--- config.mk ---
export PLATFORM = sky130hd
export DESIGN_NAME = fetch_stage
export DESIGN_NICKNAME = d
export VERILOG_FILES = /design/src/rtl/cpu_pkg.sv /design/src/rtl/if_id_reg.sv /design/src/rtl/fetch_stage.sv
export SDC_FILE = /design/constraint.sdc
export NUM_CORES = 1
export LEC_CHECK = 0
export ABC_AREA = 1
export BUFFER_PORTS_ARGS = -buffer_cell sky130_fd_sc_hd__buf_2
export CAP_MARGIN = 20
export CORE_UTILIZATION = 55
export CTS_BUF_LIST = sky130_fd_sc_hd__clkbuf_8
export DETAILED_ROUTE_END_ITERATION = 10
export PLACE_DENSITY = 0.87
export SYNTH_ARGS = -nofsm -noshare
export SYNTH_HDL_FRONTEND = slang
export SYNTH_SLANG_ARGS = --single-unit
--- constraint.sdc ---
create_clock -name clk -period 2.9 [get_ports clk]
set_input_delay 0.29 -clock clk [delete_from_list [all_inputs] [get_ports clk]]
set_output_delay 0.29 -clock clk [all_outputs]
set_load 0.02 [all_outputs]
--- src/rtl/cpu_pkg.sv ---
// Shared definitions for the vectorial ASIP pipeline: fetch FSM states,
// default datapath widths and the encoding used for a pipeline bubble.
package cpu_pkg;

    localparam int PC_W_DEFAULT    = 32;
    localparam int INSTR_W_DEFAULT = 32;

    typedef enum logic [1:0] {
        S_BOOT  = 2'd0,
        S_FETCH = 2'd1,
        S_HOLD  = 2'd2
    } fetch_state_t;

    localparam logic [INSTR_W_DEFAULT-1:0] BUBBLE_INSTR = '0;

endpackage : cpu_pkg

--- src/rtl/if_id_reg.sv ---
// IF/ID pipeline register. Priority: reset > flush > stall > load, where a
// flush always leaves a bubble (valid low, bubble instruction word).
module if_id_reg
    import cpu_pkg::*;
#(
    parameter int PC_W    = PC_W_DEFAULT,
    parameter int INSTR_W = INSTR_W_DEFAULT
) (
    input  logic               clk,
    input  logic               reset,
    input  logic               flush_i,
    input  logic               stall_i,
    input  logic               valid_i,
    input  logic [INSTR_W-1:0] instr_i,
    input  logic [PC_W-1:0]    pc_i,
    output logic               valid_o,
    output logic [INSTR_W-1:0] instr_o,
    output logic [PC_W-1:0]    pc_o
);

    logic               valid_q;
    logic [INSTR_W-1:0] instr_q;
    logic [PC_W-1:0]    pc_q;

    always_ff @(posedge clk) begin
        if (reset) begin
            valid_q <= 1'b0;
            instr_q <= '0;
            pc_q    <= '0;
        end else if (flush_i) begin
            valid_q <= 1'b0;
            instr_q <= INSTR_W'(BUBBLE_INSTR);
        end else if (!stall_i) begin
            valid_q <= valid_i;
            instr_q <= instr_i;
            pc_q    <= pc_i;
        end
    end

    assign valid_o = valid_q;
    assign instr_o = instr_q;
    assign pc_o    = pc_q;

endmodule : if_id_reg

--- src/rtl/fetch_stage.sv ---
// Instruction-fetch stage: owns the PC, runs the imem request/ack handshake,
// parks an acked-but-stalled instruction in a skid buffer and feeds IF/ID.
module fetch_stage
    import cpu_pkg::*;
#(
    parameter int              PC_W     = PC_W_DEFAULT,
    parameter int              INSTR_W  = INSTR_W_DEFAULT,
    parameter logic [PC_W-1:0] RESET_PC = '0,
    parameter int              PC_STEP  = 4
) (
    input  logic               clk,
    input  logic               reset,
    input  logic               StallF,
    input  logic               StallD,
    input  logic               FlushD,
    input  logic               BranchTakenE,
    input  logic [PC_W-1:0]    BranchTargetE,
    output logic               imem_req,
    output logic [PC_W-1:0]    imem_addr,
    input  logic [INSTR_W-1:0] imem_rdata,
    input  logic               imem_ack,
    output logic [PC_W-1:0]    PCF,
    output logic [INSTR_W-1:0] InstrD,
    output logic [PC_W-1:0]    PCD,
    output logic               ValidD,
    output logic               FetchWaitF
);

    fetch_state_t       state_q, state_d;
    logic [PC_W-1:0]    pc_q, pc_d;
    logic [PC_W-1:0]    pc_inc;

    logic               skid_vld_q, skid_vld_d;
    logic [INSTR_W-1:0] skid_instr_q, skid_instr_d;
    logic [PC_W-1:0]    skid_pc_q, skid_pc_d;

    logic               id_valid;
    logic [INSTR_W-1:0] id_instr;
    logic [PC_W-1:0]    id_pc;

    assign pc_inc = pc_q + PC_W'(PC_STEP);

    // When IF/ID is not stalled and nothing is delivered, the default entry
    // below is a bubble, so a missing ack shows up as ValidD=0 next cycle.
    always_comb begin
        state_d      = state_q;
        pc_d         = pc_q;
        skid_vld_d   = skid_vld_q;
        skid_instr_d = skid_instr_q;
        skid_pc_d    = skid_pc_q;
        imem_req     = 1'b0;
        FetchWaitF   = 1'b0;
        id_valid     = 1'b0;
        id_instr     = INSTR_W'(BUBBLE_INSTR);
        id_pc        = pc_q;

        unique case (state_q)
            S_BOOT: begin
                state_d = S_FETCH;
            end
            S_FETCH: begin
                imem_req = 1'b1;
                if (imem_ack) begin
                    if (!StallF) begin
                        id_valid = 1'b1;
                        id_instr = imem_rdata;
                        id_pc    = pc_q;
                        pc_d     = pc_inc;
                    end else begin
                        skid_vld_d   = 1'b1;
                        skid_instr_d = imem_rdata;
                        skid_pc_d    = pc_q;
                        state_d      = S_HOLD;
                    end
                end else begin
                    FetchWaitF = 1'b1;
                end
            end
            S_HOLD: begin
                if (!StallF) begin
                    id_valid   = skid_vld_q;
                    id_instr   = skid_instr_q;
                    id_pc      = skid_pc_q;
                    skid_vld_d = 1'b0;
                    pc_d       = pc_inc;
                    state_d    = S_FETCH;
                end
            end
            default: begin
                state_d = S_BOOT;
            end
        endcase

        // A redirect beats stalls, drops the skid entry and any same-cycle ack.
        if (BranchTakenE) begin
            pc_d       = BranchTargetE;
            skid_vld_d = 1'b0;
            state_d    = S_FETCH;
        end
    end

    always_ff @(posedge clk) begin
        if (reset) begin
            state_q    <= S_BOOT;
            pc_q       <= RESET_PC;
            skid_vld_q <= 1'b0;
        end else begin
            state_q    <= state_d;
            pc_q       <= pc_d;
            skid_vld_q <= skid_vld_d;
        end
    end

    always_ff @(posedge clk) begin
        skid_instr_q <= skid_instr_d;
        skid_pc_q    <= skid_pc_d;
    end

    assign imem_addr = pc_q;
    assign PCF       = pc_q;

    if_id_reg #(
        .PC_W    (PC_W),
        .INSTR_W (INSTR_W)
    ) u_if_id (
        .clk     (clk),
        .reset   (reset),
        .flush_i (FlushD | BranchTakenE),
        .stall_i (StallD),
        .valid_i (id_valid),
        .instr_i (id_instr),
        .pc_i    (id_pc),
        .valid_o (ValidD),
        .instr_o (InstrD),
        .pc_o    (PCD)
    );

endmodule : fetch_stage

==> impl_metrics.csv, run 1 <==
group,metric,value,unit
final_layout,utilization,0.6718,
synthesis,ys_top_cells_by_area,"dfxtp_1 (25%), edfxtp_1 (24%), nand2_1 (12%)",
cts,clock_sinks,164,
synthesis,netlist.area_leader.share,0.2488,
critical_path,startpoint,"state_q[1]",
drt,ant_nets,0,
worst_hold_path,hp-class,"in2reg",
timing,setup_tns,0,ns
synthesis,synth_fp_nets,1111,
placement,dpl_worst_slack,0.9060,ns
critical_path,worstPathRequired,3.28,ns
grt,grt_pass1_wl,34370,microns
power_and_ir_drop,power_leakage,4.298,nW
cts,cts.reportedPaths.clkPinSlew,0.09,ns
critical_path,worstSetupEndpointType,"flop",
drt,viasPerCell,5.577,
synthesis,syn_avg_cell_area,7.776,sq um
cts,postCtsSetupBuffers,0,
timing,worst_slew_pin_slew,0.5571,ns
grt,antenna_found_initial,0,
power_and_ir_drop,p_per_area,523.3,nW/um^2
final_layout,area_growth_syn_to_layout,17.66,%
cts,cts_tree,"done",
die,row_count,43,
die,die_w,123.0,microns
synthesis,yosysTopAreaCell,"dfxtp_1",
timing,period_needed,1.954,ns
critical_path,setup.worst_path.start_class,"flop",
drt,dr.pass1.iters,5,
cts,cts-buffers-inserted,17,
critical_path,crit_arrival,2.33,ns
final_layout,layout-drive-gt1-share,0.2299,
die,start_util,0.5709,
cts,htree_levels,4,
worst_hold_path,holdCritStartpoint,"imem_rdata[4]",
synthesis,synth_common_cells,"nand2_1 (248), dfxtp_1 (100), inv_1 (99), nand3_1 (97), a21oi_1 (90)",
grt,grt.overflow.total,0,
die,fp.coreArea,14100,sq um
timing,setup_violations,0,
timing,period_share,0.6737,
cts,worstSkewPairLatency,0.46,ns
synthesis,syn_inst,1035,
drt,wl_per_cell,16.00,microns
final_layout,n_fill_cell,1137,
drt,dr.first_iter.drc_count,862,
drt,vias,7724,
final_layout,insertedDiodeCount,0,
placement,dpl.cell_count,1338,
grt,grt_pass1_vias,6979,
power_and_ir_drop,total_power,0.004955,W
final_layout,instances_no_fill,1385,
cts,clk_path_buf_depth,2,
synthesis,synthDistinctLibCells,35,
drt,routed_wl,22160,microns
critical_path,crit_fanout,17,
timing,rsz0062_at_grt,"false",
die,die-area,15120,sq um
critical_path,crit_type,"reg2reg",
die,die-height,123.0,microns
synthesis,synth-edff-count,64,
synthesis,ys.flop_type,"dfxtp_1",
timing,slew_viol_final,0,
final_layout,fin_nets,1268,
placement,port-buffer-count,201,
job,cap_viol_max_count,0,
grt,grt.total_usage,0.2952,
synthesis,synth.most_common_cell,"nand2_1",
timing,final.setup.worst_slack,0.9464,ns
die,io_pins,202,
status,status,"finished clean",
placement,place_congestion,0.9228,
synthesis,syn_area,8048,sq um
critical_path,reg2reg_from,"state_q[1]",
synthesis,synth-seq-area-share,0.4876,
synthesis,ys_async_sr_fraction,0,
placement,post-dp-hpwl,14950,microns
timing,maxSlewHeadroom,0.6286,
timing,max_freq,0.5119,GHz
timing,final_hold_viol_count,0,
drt,remaining_drc_errors,0,
grt,grt_start_max_net_pins,68,
synthesis,ys_warn_count,0,
synthesis,ys_ff_latch,164,
cts,cts-root-buf,"clkbuf_8",
power_and_ir_drop,peakVddDrop,0.3889,mV
timing,skew,0.01130,ns
## repair_timing
action | in CTS | in global routing
endpoints found under the hold margin | 2 | 13
hold buffers | 2 | 13
gates resized for setup | 0 | 0
## final cells by class
cell class,instances,area (sq um),share of cell area
inverters,104,390.4,0.04123
clock buffers,18,247.7,0.02616
clock inverters,14,166.4,0.01757
flip-flops and latches,164,3924,0.4144
repair buffers,233,1304,0.1377
multi-input cells,672,3212,0.3392
well taps,180,225.2,0.02378
## final timing paths
path                                            to  slack (ns)  cells past startpoint
worst min register to register  u_if_id.instr_o[8]        0.47                      2
worst max register to register             PCF[14]        0.95                     11
worst min-delay path               skid_instr_q[4]        0.03                      1
worst max-delay path                       PCF[14]        0.95                     11
## cells by family after synthesis
| kind of cell | after synthesis | share of synthesized area |
|---|---|---|
| AO/OA/AOI/OAI | 221 | 0.1468 |
| XOR/XNOR | 9 | 0.009794 |
| adder cells (fa/ha/maj) | 5 | 0.007774 |
| buffers and inverters | 199 | 0.1140 |
| flip-flops | 164 | 0.4876 |
| AND/OR/NAND/NOR | 437 | 0.2341 |
## through the flow
step	cell area, sq um	hold WS [ns]
after floorplan	8048	0.3889
after global placement	8877	0.4397
after detailed placement	8905	0.4549
after CTS	9339	0.001413
after global routing	9469	-0.00005318
final	9469	0.02577
## cell usage in the layout (no fill, tap or decap), drive strengths merged, types with 4 or more instances in the layout
cell type and instances:
a21oi 90, a31oi 9, buf 218, clkbuf 18
clkinv 4, dfxtp 100, dlygate4sd3 15, edfxtp 64
ha 5, inv 112, nand2 255, nand3 98
nand4 6, nor2 70, nor3 5, o211ai 22
o21ai 97, xnor2 4, xor2 5
## power by group
part	switching (W)	internal, W	leakage, nW
sequential	0.000102	0.00249	1.41
combinational	0.000417	0.000205	2.67
clock	0.000921	0.000816	0.215
total	0.00144	0.00351	4.30
## state kept, by name, summed over array words and instances, names as in the netlist
register         flops
PCF                 32
skid_instr_q        32
skid_pc_q           32
skid_vld_q           1
state_q              2
u_if_id.instr_o     32
u_if_id.pc_o        32
u_if_id.valid_o      1
## critical path, stage by stage (launching register included)
cell,delay (ns)
dfxtp_1,0.38
inv_1,0.08
ha_1,0.21
nand2_1,0.16
nand2_2,0.12
nand2_4,0.12
nand2_2,0.19
inv_2,0.29
nand2_1,0.09
nand2_1,0.07
inv_1,0.03
a21oi_1,0.13
## per-layer routing
| metal | vias up | wire length (microns) | global-route usage |
|---|---|---|---|
| met5 | - | 0 | 0 |
| met2 | 392 | 10730 | 0.4740 |
| met4 | 0 | 529 | 0.1059 |
| met3 | 52 | 1984 | 0.07334 |
| met1 | 3591 | 8908 | 0.3866 |
| li1 | 3689 | - | - |
Note: power is estimated with default switching activity, not from simulation.
==> run 2: changes to the inputs <==
--- a/config.mk
+++ b/config.mk
@@ -5,13 +5,13 @@
 export SDC_FILE = /design/constraint.sdc
 export NUM_CORES = 1
 export LEC_CHECK = 0
-export ABC_AREA = 1
+export ABC_AREA = 0
 export BUFFER_PORTS_ARGS = -buffer_cell sky130_fd_sc_hd__buf_2
 export CAP_MARGIN = 20
 export CORE_UTILIZATION = 55
 export CTS_BUF_LIST = sky130_fd_sc_hd__clkbuf_8
 export DETAILED_ROUTE_END_ITERATION = 10
-export PLACE_DENSITY = 0.87
+export PLACE_DENSITY = 0.88
 export SYNTH_ARGS = -nofsm -noshare
 export SYNTH_HDL_FRONTEND = slang
 export SYNTH_SLANG_ARGS = --single-unit
==> constraint.sdc (replaced) <==
create_clock -name clk -period 1.8 [get_ports clk]
set_input_delay 0.18 -clock clk [delete_from_list [all_inputs] [get_ports clk]]
set_output_delay 0.18 -clock clk [all_outputs]
set_load 0.02 [all_outputs]
==> impl_metrics.csv, run 2 <==
group,metric,value,unit
critical_path,cp_top_family,"buffers and inverters",
timing,rsz0062_at_grt,"true",
critical_path,reg2regPathDepth,9,
worst_hold_path,holdCritStartpoint,"BranchTargetE[22]",
critical_path,cpMaxStageDelayCell,"dfxtp_4",
final_layout,insertedDiodeCount,0,
placement,post-dp-hpwl,13840,microns
critical_path,max_stage_delay,0.39,ns
synthesis,ys_warn_count,0,
drt,viasPerCell,6.135,
critical_path,timing.rr.end,"u_if_id.instr_o[14]",
synthesis,synthMuxAreaShare,0.09386,
timing,worst_slew_pin_slew,0.5027,ns
die,io_pins,202,
synthesis,synthDistinctLibCells,52,
timing,final_hold_viol_count,0,
synthesis,ys_async_sr_fraction,0,
critical_path,worstSetupEndpointType,"flop",
synthesis,synth_fp_nets,792,
grt,grt.total_usage,0.3136,
critical_path,setup.worst_path.start_class,"flop",
synthesis,ys_ff_latch,164,
final_layout,area_growth_syn_to_layout,37.58,%
grt,antenna_found_initial,1,
grt,grt_start_max_net_pins,65,
job,cap_viol_max_count,0,
drt,wl_per_cell,20.74,microns
timing,slew_viol_final,0,
final_layout,utilization,0.7818,
synthesis,yosysTopAreaCell,"dfxtp_1",
drt,routed_wl,24210,microns
synthesis,synth_top_family_by_area,"compound AO/OA/AOI/OAI gates",
critical_path,worstPathRequired,2.15,ns
critical_path,reg2reg_from,"state_q[1]",
synthesis,synth.most_common_cell,"nor2_1",
placement,port-buffer-count,201,
final_layout,layout-drive-gt1-share,0.4268,
critical_path,worst-path-buf-inv,4,
synthesis,syn_avg_cell_area,10.59,sq um
power_and_ir_drop,p_per_area,806.3,nW/um^2
synthesis,netlist.area_leader.share,0.2639,
timing,whs,0.01954,ns
critical_path,crit_fanout,8,
grt,grt_pass1_wl,34980,microns
worst_hold_path,hold_path_depth,3,
die,start_util,0.5682,
synthesis,yosys.area_share.simple,0.1419,
cts,htree_levels,4,
cts,cts-buffers-inserted,17,
synthesis,synth-edff-count,64,
synthesis,syn_area,7585,sq um
critical_path,path_common_cell,"buf_6",
synthesis,synth_common_cells,"nor2_1 (101), dfxtp_1 (100), edfxtp_1 (64), clkbuf_1 (45), a211oi_1 (44)",
placement,placed_area,9027,sq um
timing,max_freq,0.5173,GHz
cts,clk_path_buf_depth,2,
cts,clock_sinks,164,
cts,cts_tree,"done",
synthesis,ys.flop_type,"dfxtp_1",
final_layout,instances_no_fill,1167,
drt,remaining_drc_errors,0,
synthesis,yosys.area_share.xor_xnor,0.01270,
synthesis,synth-seq-area-share,0.5173,
drt,vias,7159,
grt,grt.overflow.total,0,
drt,ant_nets,0,
final_layout,fin_nets,1054,
drt,dr.pass1.iters,7,
synthesis,synthAdderAreaFrac,0.008248,
critical_path,regToRegSetupSlack,-0.13,ns
die,row_count,42,
cts,worstSkewPairLatency,0.47,ns
worst_hold_path,hp-class,"in2reg",
power_and_ir_drop,peakVddDrop,0.6995,mV
timing,setup_violations,42,
synthesis,synth_compound_area_frac,0.1585,
critical_path,path_cells,"inv_4 > ha_4 > buf_6 > buf_6 > and3b_2 > clkbuf_16 > a22o_1 > a22oi_2 > nor2_1",
final_layout,final_area,10440,sq um
status,status,"finished with violations",
placement,dpl_worst_slack,-0.1663,ns
grt,grt_pass1_vias,6727,
drt,dr.first_iter.drc_count,789,
synthesis,ys_top_cells_by_area,"dfxtp_1 (26%), edfxtp_1 (25%), nor2_1 (5.0%)",
final_layout,mostFrequentLayoutCells,"buf_2 (200), nor2_1 (100), dfxtp_1 (82), buf_4 (64), edfxtp_1 (64)",
timing,skew,0.01230,ns
final_layout,layout_commonest_cell,"buf_2",
worst_hold_path,hold-path-endpoint,"PCF[22]",
timing,period_needed,1.933,ns
status,violations,"negative setup slack",
critical_path,crit_type,"reg2reg",
cts,cts.reportedPaths.clkPinSlew,0.09,ns
synthesis,syn_inst,716,
placement,place_congestion,0.9203,
power_and_ir_drop,power_leakage,4.152,nW
cts,cts-root-buf,"clkbuf_8",
die,die_w,119.4,microns
timing,final.setup.worst_slack,-0.1331,ns
critical_path,crit_arrival,2.29,ns
die,fp.coreArea,13350,sq um
placement,dpl.cell_count,1071,
timing,maxSlewHeadroom,0.6645,
die,die-area,14260,sq um
die,die-height,119.4,microns
timing,period_share,1.074,
==> run 2: changes by cell type in the layout (fill, tap and decap cells not counted), sizes merged, moves of 34 or more <==
cell | before | now
nand2 | 255 | 21
inv | 112 | 16
o21ai | 97 | 6
a21oi | 90 | 8
nand3 | 98 | 17
buf | 218 | 280
a211oi | 0 | 44
dlygate4sd3 | 15 | 51
mux2i | 0 | 34
==> run 2: cells by family (layout without fill, tap and decap cells) <==
family                     Yosys count  count (layout)
AOI/OAI and AO/OA                  155             155
xor gates and xnor gates            11              11
adders and majority gates            5               5
and+or+nand+nor                    213             213
buffers and inverters              101             376
DFF                                164             164
muxes                               67              67
==> run 2: how the worst max path moves through the flow <==
| stage | to | cells past startpoint | slack (ns) | start |
|---|---|---|---|---|
| after floorplan | PCF[17] | 7 | -0.15 | state_q[1] |
| after global placement | PCF[17] | 6 | -0.05 | state_q[1] |
| after detailed placement | PCF[22] | 7 | -0.17 | state_q[0] |
| after CTS | PCF[17] | 6 | -0.05 | state_q[1] |
| after global routing | PCF[16] | 9 | -0.25 | state_q[1] |
| final | u_if_id.instr_o[14] | 9 | -0.13 | state_q[1] |
==> run 2: layout make-up <==
class	count	area (sq um)
clock inverter	14	176.4
sequential	164	3951
clock buffer	18	247.7
tap	176	220.2
timing repair buffer	334	2335
fill	763	2913
inverter	10	40.04
multi-input combinational	451	3465
==> run 2: through the flow <==
step | power, W | TNS (ns)
floorplan | 0.004947 | -0.2840
finish | 0.008413 | -2.431
CTS | 0.008284 | -0.2069
detailed placement | 0.005363 | -1.564
global route | 0.008675 | -5.299
global placement | 0.005324 | -0.1342
==> run 2: worst min-delay path: cells and delay by family <==
kind | cells | cell delay, ns
simple gates | 1 | 0.11
buf+inv | 1 | 0.10
compound gates | 1 | 0.06
==> run 2: repair_timing <==
item,in CTS,in global routing
hold buffers,51,0
gates resized for setup,17,51
endpoints found under the hold margin,51,0
cloned,0,4
endpoints found under the setup margin,65,80
pin swaps,6,53
buffers inserted,2,7
==> run 2: metal layers <==
layer | global-route usage | up-vias | part of all wire
met2 | 0.5447 | 460 | 0.51
met3 | 0.07567 | 85 | 0.089
met4 | 0.1141 | 0 | 0.036
met5 | 0 | - | 0
li1 | - | 3181 | -
met1 | 0.3763 | 3433 | 0.37
==> run 2: power breakdown <==
part	switching, W	internal (W)
logic	0.000775	0.000577
clock network	0.00148	0.00143
registers	0.000125	0.00403
total	0.00238	0.00604
